[src/rtl/branch_predictor_pkg.sv]
// Shared types and helpers for the branch predictor: 2-bit counter states,
// branch op codes and the saturating counter update.
package branch_predictor_pkg;

   typedef enum logic [1:0] {
      CNT_SNT = 2'b00,
      CNT_WNT = 2'b01,
      CNT_WT  = 2'b10,
      CNT_ST  = 2'b11
   } cnt_e;

   localparam logic [5:0] OP_BEQ  = 6'b010110;
   localparam logic [5:0] OP_BNE  = 6'b010111;
   localparam logic [5:0] OP_BLEZ = 6'b011000;
   localparam logic [5:0] OP_BGTZ = 6'b011001;
   localparam logic [5:0] OP_BGEZ = 6'b011010;

   function automatic logic is_branch_op(input logic [5:0] op);
      logic r;
      case (op)
         OP_BEQ, OP_BNE, OP_BLEZ, OP_BGTZ, OP_BGEZ: r = 1'b1;
         default:                                   r = 1'b0;
      endcase
      return r;
   endfunction

   function automatic cnt_e sat_update(input cnt_e c, input logic taken);
      logic [1:0] v;
      v = c;
      if (taken && v != 2'b11)
         v = v + 2'd1;
      else if (!taken && v != 2'b00)
         v = v - 2'd1;
      return cnt_e'(v);
   endfunction

endpackage

[src/rtl/branch_predictor_if.sv]
// Fetch/resolve/flush signal bundle between the pipeline and the predictor.
interface branch_predictor_if;
   logic        fetch_valid;
   logic [31:0] fetch_pc;
   logic        pred_valid;
   logic        pred_taken;
   logic [31:0] pred_target;
   logic        resolve_valid;
   logic [5:0]  resolve_op;
   logic [31:0] resolve_pc;
   logic        resolve_taken;
   logic [31:0] resolve_target;
   logic        resolve_pred;
   logic        mispredict;
   logic [31:0] redirect_pc;

   modport master (
      output fetch_valid, fetch_pc,
      output resolve_valid, resolve_op, resolve_pc, resolve_taken, resolve_target, resolve_pred,
      input  pred_valid, pred_taken, pred_target, mispredict, redirect_pc
   );

   modport slave (
      input  fetch_valid, fetch_pc,
      input  resolve_valid, resolve_op, resolve_pc, resolve_taken, resolve_target, resolve_pred,
      output pred_valid, pred_taken, pred_target, mispredict, redirect_pc
   );
endinterface

[src/rtl/branch_predictor_btb_array.sv]
// BTB storage: one combinational read port for lookup and one
// read-modify-write update port that applies the counter/allocate rules.
module btb_array
   import branch_predictor_pkg::*;
#(
   parameter  int ENTRIES = 16,
   localparam int IDX_W   = $clog2(ENTRIES),
   localparam int TAG_W   = 30 - IDX_W
) (
   input  logic             clk,
   input  logic             rst,
   input  logic [IDX_W-1:0] i_rd_idx,
   output logic             o_rd_valid,
   output logic [TAG_W-1:0] o_rd_tag,
   output logic [31:0]      o_rd_target,
   output cnt_e             o_rd_cnt,
   input  logic             i_wr_en,
   input  logic [IDX_W-1:0] i_wr_idx,
   input  logic [TAG_W-1:0] i_wr_tag,
   input  logic             i_wr_taken,
   input  logic [31:0]      i_wr_target
);

   logic             r_valid  [ENTRIES];
   logic [TAG_W-1:0] r_tag    [ENTRIES];
   logic [31:0]      r_target [ENTRIES];
   cnt_e             r_cnt    [ENTRIES];
   logic             w_wr_hit;

   assign o_rd_valid  = r_valid[i_rd_idx];
   assign o_rd_tag    = r_tag[i_rd_idx];
   assign o_rd_target = r_target[i_rd_idx];
   assign o_rd_cnt    = r_cnt[i_rd_idx];

   assign w_wr_hit = r_valid[i_wr_idx] && (r_tag[i_wr_idx] == i_wr_tag);

   // A not-taken miss leaves the entry alone; a taken miss evicts whatever is there.
   always_ff @(posedge clk or posedge rst) begin
      if (rst) begin
         for (int i = 0; i < ENTRIES; i++) begin
            r_valid[i]  <= 1'b0;
            r_tag[i]    <= '0;
            r_target[i] <= '0;
            r_cnt[i]    <= CNT_WNT;
         end
      end else if (i_wr_en) begin
         if (w_wr_hit) begin
            r_cnt[i_wr_idx] <= sat_update(r_cnt[i_wr_idx], i_wr_taken);
            if (i_wr_taken)
               r_target[i_wr_idx] <= i_wr_target;
         end else if (i_wr_taken) begin
            r_valid[i_wr_idx]  <= 1'b1;
            r_tag[i_wr_idx]    <= i_wr_tag;
            r_target[i_wr_idx] <= i_wr_target;
            r_cnt[i_wr_idx]    <= CNT_WT;
         end
      end
   end

endmodule

[src/rtl/branch_predictor.sv]
// Bimodal branch predictor with a direct-mapped BTB: registered 1-cycle
// lookup, execute-stage training and a registered mispredict/redirect.
module branch_predictor
   import branch_predictor_pkg::*;
#(
   parameter int ENTRIES = 16
) (
   input  logic               clk,
   input  logic               rst,
   branch_predictor_if.slave  bus
);

   localparam int IDX_W = $clog2(ENTRIES);
   localparam int TAG_W = 30 - IDX_W;

   logic             w_rd_valid;
   logic [TAG_W-1:0] w_rd_tag;
   logic [31:0]      w_rd_target;
   cnt_e             w_rd_cnt;
   logic [1:0]       w_rd_cnt_bits;
   logic             w_hit;
   logic             w_upd;
   logic             w_flush;

   logic             r_pred_valid;
   logic             r_pred_taken;
   logic [31:0]      r_pred_target;
   logic             r_mispredict;
   logic [31:0]      r_redirect_pc;

   btb_array #(.ENTRIES(ENTRIES)) u_btb (
      .clk         (clk),
      .rst         (rst),
      .i_rd_idx    (bus.fetch_pc[IDX_W+1:2]),
      .o_rd_valid  (w_rd_valid),
      .o_rd_tag    (w_rd_tag),
      .o_rd_target (w_rd_target),
      .o_rd_cnt    (w_rd_cnt),
      .i_wr_en     (w_upd),
      .i_wr_idx    (bus.resolve_pc[IDX_W+1:2]),
      .i_wr_tag    (bus.resolve_pc[31:IDX_W+2]),
      .i_wr_taken  (bus.resolve_taken),
      .i_wr_target (bus.resolve_target)
   );

   assign w_rd_cnt_bits = w_rd_cnt;
   assign w_hit   = w_rd_valid && (w_rd_tag == bus.fetch_pc[31:IDX_W+2]);
   assign w_upd   = bus.resolve_valid && is_branch_op(bus.resolve_op);
   assign w_flush = w_upd && (bus.resolve_pred != bus.resolve_taken);

   // A flush issued this edge kills the lookup captured on the same edge (wrong path).
   always_ff @(posedge clk or posedge rst) begin
      if (rst) begin
         r_pred_valid  <= 1'b0;
         r_pred_taken  <= 1'b0;
         r_pred_target <= '0;
         r_mispredict  <= 1'b0;
         r_redirect_pc <= '0;
      end else begin
         r_pred_valid  <= bus.fetch_valid && !w_flush;
         r_pred_taken  <= w_hit && w_rd_cnt_bits[1];
         r_pred_target <= w_hit ? w_rd_target : bus.fetch_pc + 32'd4;
         r_mispredict  <= w_flush;
         if (!w_flush)
            r_redirect_pc <= '0;
         else if (bus.resolve_taken)
            r_redirect_pc <= bus.resolve_target;
         else
            r_redirect_pc <= bus.resolve_pc + 32'd4;
      end
   end

   assign bus.pred_valid  = r_pred_valid;
   assign bus.pred_taken  = r_pred_taken;
   assign bus.pred_target = r_pred_target;
   assign bus.mispredict  = r_mispredict;
   assign bus.redirect_pc = r_redirect_pc;

endmodule

[src/flat_wrapper.sv]
// flat-port wrapper written by rule: the top's interface ports become plain ports
module branch_predictor_flat import branch_predictor_pkg::*;
#(
   parameter int ENTRIES = 16
)
  (clk, rst, bus_fetch_valid, bus_fetch_pc, bus_resolve_valid, bus_resolve_op, bus_resolve_pc, bus_resolve_taken, bus_resolve_target, bus_resolve_pred, bus_pred_valid, bus_pred_taken, bus_pred_target, bus_mispredict, bus_redirect_pc);
  branch_predictor_if bus_i ();
  input  logic clk;
  input  logic rst;
  input wire logic [$bits(bus_i.fetch_valid)-1:0] bus_fetch_valid;
  input wire logic [$bits(bus_i.fetch_pc)-1:0] bus_fetch_pc;
  input wire logic [$bits(bus_i.resolve_valid)-1:0] bus_resolve_valid;
  input wire logic [$bits(bus_i.resolve_op)-1:0] bus_resolve_op;
  input wire logic [$bits(bus_i.resolve_pc)-1:0] bus_resolve_pc;
  input wire logic [$bits(bus_i.resolve_taken)-1:0] bus_resolve_taken;
  input wire logic [$bits(bus_i.resolve_target)-1:0] bus_resolve_target;
  input wire logic [$bits(bus_i.resolve_pred)-1:0] bus_resolve_pred;
  output wire logic [$bits(bus_i.pred_valid)-1:0] bus_pred_valid;
  output wire logic [$bits(bus_i.pred_taken)-1:0] bus_pred_taken;
  output wire logic [$bits(bus_i.pred_target)-1:0] bus_pred_target;
  output wire logic [$bits(bus_i.mispredict)-1:0] bus_mispredict;
  output wire logic [$bits(bus_i.redirect_pc)-1:0] bus_redirect_pc;
  assign bus_i.fetch_valid = bus_fetch_valid;
  assign bus_i.fetch_pc = bus_fetch_pc;
  assign bus_i.resolve_valid = bus_resolve_valid;
  assign bus_i.resolve_op = bus_resolve_op;
  assign bus_i.resolve_pc = bus_resolve_pc;
  assign bus_i.resolve_taken = bus_resolve_taken;
  assign bus_i.resolve_target = bus_resolve_target;
  assign bus_i.resolve_pred = bus_resolve_pred;
  assign bus_pred_valid = bus_i.pred_valid;
  assign bus_pred_taken = bus_i.pred_taken;
  assign bus_pred_target = bus_i.pred_target;
  assign bus_mispredict = bus_i.mispredict;
  assign bus_redirect_pc = bus_i.redirect_pc;
  branch_predictor #(.ENTRIES(ENTRIES)) u_core (.clk(clk), .rst(rst), .bus(bus_i));
endmodule
[config.mk]
export PLATFORM = sky130hd
export DESIGN_NAME = branch_predictor_flat
export DESIGN_NICKNAME = d
export VERILOG_FILES = /design/src/rtl/branch_predictor_pkg.sv /design/src/rtl/branch_predictor_if.sv /design/src/rtl/branch_predictor_btb_array.sv /design/src/rtl/branch_predictor.sv /design/src/flat_wrapper.sv
export SDC_FILE = /design/constraint.sdc
export NUM_CORES = 2
export LEC_CHECK = 0
export ABC_AREA = 1
export CELL_PAD_IN_SITES_DETAIL_PLACEMENT = 2
export CELL_PAD_IN_SITES_GLOBAL_PLACEMENT = 2
export CORE_ASPECT_RATIO = 1.5
export CORE_MARGIN = 2
export CORE_UTILIZATION = 34
export CTS_BUF_LIST = sky130_fd_sc_hd__clkbuf_8
export CTS_CLUSTER_DIAMETER = 80
export CTS_CLUSTER_SIZE = 40
export DETAILED_ROUTE_END_ITERATION = 7
export GPL_TIMING_DRIVEN = 0
export PLACE_DENSITY = 0.89
export RECOVER_POWER = 25
export REMOVE_ABC_BUFFERS = 1
export SYNTH_ARGS = -nofsm -noshare
export SYNTH_HDL_FRONTEND = slang
export SYNTH_SLANG_ARGS = --single-unit
[constraint.sdc]
create_clock -name clk -period 35.8 [get_ports clk]
set_input_delay 5.37 -clock clk [delete_from_list [all_inputs] [get_ports clk]]
set_output_delay 5.37 -clock clk [all_outputs]
set_load 0.05 [all_outputs]
==> summary.txt <==
Floorplanning
  • Die width: 329 um
  • Row count: 178
  • Height of the die: 491 um
  • Initial Utilization: 34.2%
  • Core area: 157000 um2
  • Ports: 175
  • Die ar.: 161000 um2

Final layout
  • Filler cell count: 18.1k
  • Final std cells w/o fill: 9101
  • # nets final: 7113
  • Post-route cell area: 58500 um2
  • Synth-to-layout area growth: 8.71%
  • Share of layout cells above drive strength 1: 2.89%

Min path
  • Hold_sp: u_core.u_btb.r_cnt[18]
  • Hold Path Cell Cnt: 2
  • HP Class: register to register
  • Worst Hold Endpoint: u_core.u_btb.r_cnt[18]

Logic synthesis
  • Yosys cell types: 49
  • Fraction of registers with async set/reset: 100%
  • Post-Syn Instances: 7268
  • Post-synth EDFFs: 0
  • Largest family of logic cells by synthesized area: simple AND/OR/NAND/NOR gates
  • Top cells by area, synth: dfrtp_1, nand2_1, o21ai_0
  • Adder-cell share of the synthesized area: 0.163%
  • Yosys reg bits: 1043
  • Yosys warnings: 0
  • Post-Synth Simple-Gate Area: 22.6%
  • Yosys top cell area share: 47.8%
  • XOR/XNOR Fraction of Synth Area: 0.912%
  • Post-synthesis compound-gate area fraction: 19.7%
  • Multiplexer area fraction after synthesis: 0%
  • Area leader, netlist: dfrtp_1
  • Synth Area per Inst: 7.40 um2
  • Synth Cell Area: 53800 um2
  • Ys flop type: dfrtp_1
  • Register area share after synthesis: 48.6%

Clocking
  • Post-CTS setup buffer count: 0
  • H-tree depth: 2
  • CTS Buf Count: 40
  • Clock tree from TritonCTS: yes
  • Root Buffer Master: clkbuf_8
  • Later-pin clock latency in the skew report: 0.92 ns
  • CTS Buffer Depth: 3
  • # hold bufs at CTS: 0
  • Worst-path clk slew: 0.21 ns
  • CTS resizes: 0
  • CTS sink count: 1043

Place
  • Routability cong.: 0.865
  • Post-DP HPWL: 155 mm
  • Dpl cell area: 57600 um2
  • Port buffer count: 174
  • Inst Count DP: 9024

Power
  • Power per Cell Area: 38.0 nW/um2
  • Pleak: 27.0 nW
  • Power Total: 2.22 mW
  • Peak supply drop: 47.0 uV

Timing
  • Period minus WS final: 17.77 ns
  • Measured slew at the worst slew-check pin: 6.45 ns
  • Final hold slack: 0.492 ns
  • Final setup vio count: 0
  • Fin Clk Skew: 0.124 ns
  • Final hold violations: 0
  • Tcrit/Tclk final: 49.6%
  • Fin Setup TNS: 0 ns
  • RSZ-0062 raised after global routing: no
  • Fmax: 56.3 MHz
  • Max-slew violation count: 797
  • Slew HR: -330%

Setup path
  • Worst-case reg-to-reg path depth: 15
  • FF-to-FF Start: u_core.u_btb.r_tag[253]
  • Crit end category: async pin
  • Required time of the critical path: 35.18 ns
  • Largest fanout on the critical path: 115
  • Reg2Reg Setup Slack: 31.38 ns
  • Crit path arrival time: 17.15 ns
  • RR Endpoint: u_core.u_btb.r_tag[41]
  • Startpoint Class: primary input
  • Critical path type: primary input to async pin

Routing
  • Total vias in the final route: 53.9k
  • DR iter-0 viols: 4261
  • DRT Pass-1 Iters: 5
  • Wirelength, routed: 246 mm
  • Number of remaining DRC errors: 0
  • Routed Antenna Nets: 0
  • Avg WL per Cell: 27.1 um
  • Vias per inst: 5.92

GRT
  • Total gr overflow: 0
  • Antenna violations before repair: 12
  • Largest net degree at the start of global routing: 153
  • Total GRT Usage: 29.7%
  • First-pass GRT wire length: 369 mm
  • Vias in the first global route: 59.1k

Flow run
  • Max-cap violation count: 9

Run status
  • Status: finished, violations left
  • Failing checks: max-capacitance violations, max-slew violations
[critical path, cell delays in order]
cell and delay (ns):
dlygate4sd3_1 0.55, clkinvlp_2 1.79, clkbuf_1 4.46, clkbuf_1 4.80
[how the worst max path moves through the flow]
| stage | start | endpoint | cells after the start | slack, ns |
|---|---|---|---|---|
| floorplan | rst | u_core.bus.mispredict | 1 | 1.10 |
| global placement | bus_fetch_pc[2] | u_core.bus.pred_target[23] | 15 | -20.52 |
| detailed placement | bus_resolve_pc[3] | u_core.u_btb.r_cnt[25] | 18 | 24.64 |
| CTS | bus_resolve_pc[3] | u_core.u_btb.r_cnt[7] | 18 | 25.51 |
| global route | rst | u_core.u_btb.r_tag[200] | 4 | 15.92 |
| finish | rst | u_core.u_btb.r_tag[174] | 4 | 18.03 |
[kinds of logic (layout without fill, tap and decap cells)]
kind of cell,count (synthesis),count (layout)
adder cells (fa/ha/maj),7,7
AND/OR/NAND/NOR,3081,3081
flip-flops,1043,1043
AO/OA/AOI/OAI,2002,2002
other,0,4
buffers and inverters,1079,838
XOR/XNOR,56,56
[flip-flops by register name (all words and copies together), names as in the netlist]
register and count:
u_core.u_btb.r_target 512, u_core.u_btb.r_tag 416, u_core.bus.pred_target 32, u_core.bus.redirect_pc 32
u_core.u_btb.r_cnt 32, u_core.u_btb.r_valid 16, u_core.bus.mispredict 1, u_core.bus.pred_taken 1
u_core.bus.pred_valid 1
[through the flow]
step,worst slack (ns),utilization (%)
3_3_place_gp,-20.52,35.5
5_1_grt,15.92,37.2
4_1_cts,25.51,37.3
3_5_place_dp,24.64,36.7
2_1_floorplan,1.10,-
6_report,18.03,37.2
[synth_stat cells, types with 80 or more instances]
cell type	n
inv_1	509
o21ai_1	227
a21oi_1	243
buf_2	156
o22ai_1	80
dfrtp_1	1027
nand3_1	313
clkbuf_1	360
nand2_1	2123
o21ai_0	1320
nor2_1	573
[cell usage in the layout (no fill, tap or decap), drive strengths merged, types with 2 or more instances in the layout]
master,synthesis,layout
dfrtp,1027,1027
nand3b,2,2
clkbuf,360,50
nor4,2,2
diode,0,4
o21ai,1547,1547
nand2,2128,2128
dlygate4sd3,0,2
o211a,7,7
a221oi,7,7
clkinvlp,0,5
xor2,53,53
buf,186,57
a21oi,243,243
inv,523,534
and2,5,5
nand3,320,320
o211ai,41,41
a32o,14,14
o221ai,53,53
or2,12,12
xnor2,3,3
dfstp,16,16
a211oi,2,2
bufinv,0,2
nand4,8,8
a21o,3,3
nor2,577,577
o22ai,80,80
ha,7,7
nor3,25,25
clkinv,10,22
clkdlybuf4s50,0,166
[final cells by class]
| class | instances | area (um2) | area share, % |
|---|---|---|---|
| timing repair buffer | 234 | 3090 | 5.28 |
| clock buffer | 41 | 564 | 0.965 |
| clock inverter | 30 | 454 | 0.777 |
| sequential | 1043 | 26100 | 44.7 |
| inverter | 533 | 2050 | 3.51 |
| antenna | 4 | 10.0 | 0.0171 |
| multi-input combinational | 5146 | 23600 | 40.3 |
| tap | 2070 | 2590 | 4.43 |
[power breakdown]
part | switching, mW | internal, mW
combinational | 0.271 | 0.101
sequential | 0.0358 | 1.23
clock | 0.439 | 0.144
total | 0.745 | 1.48
[layer usage]
metal	track usage, %	wire, um
met2	51.1	121000
met5	0	66
met1	34.8	95600
met4	18.6	15800
met3	3.88	13700
No activity file was read; power rests on OpenSTA's default activity.
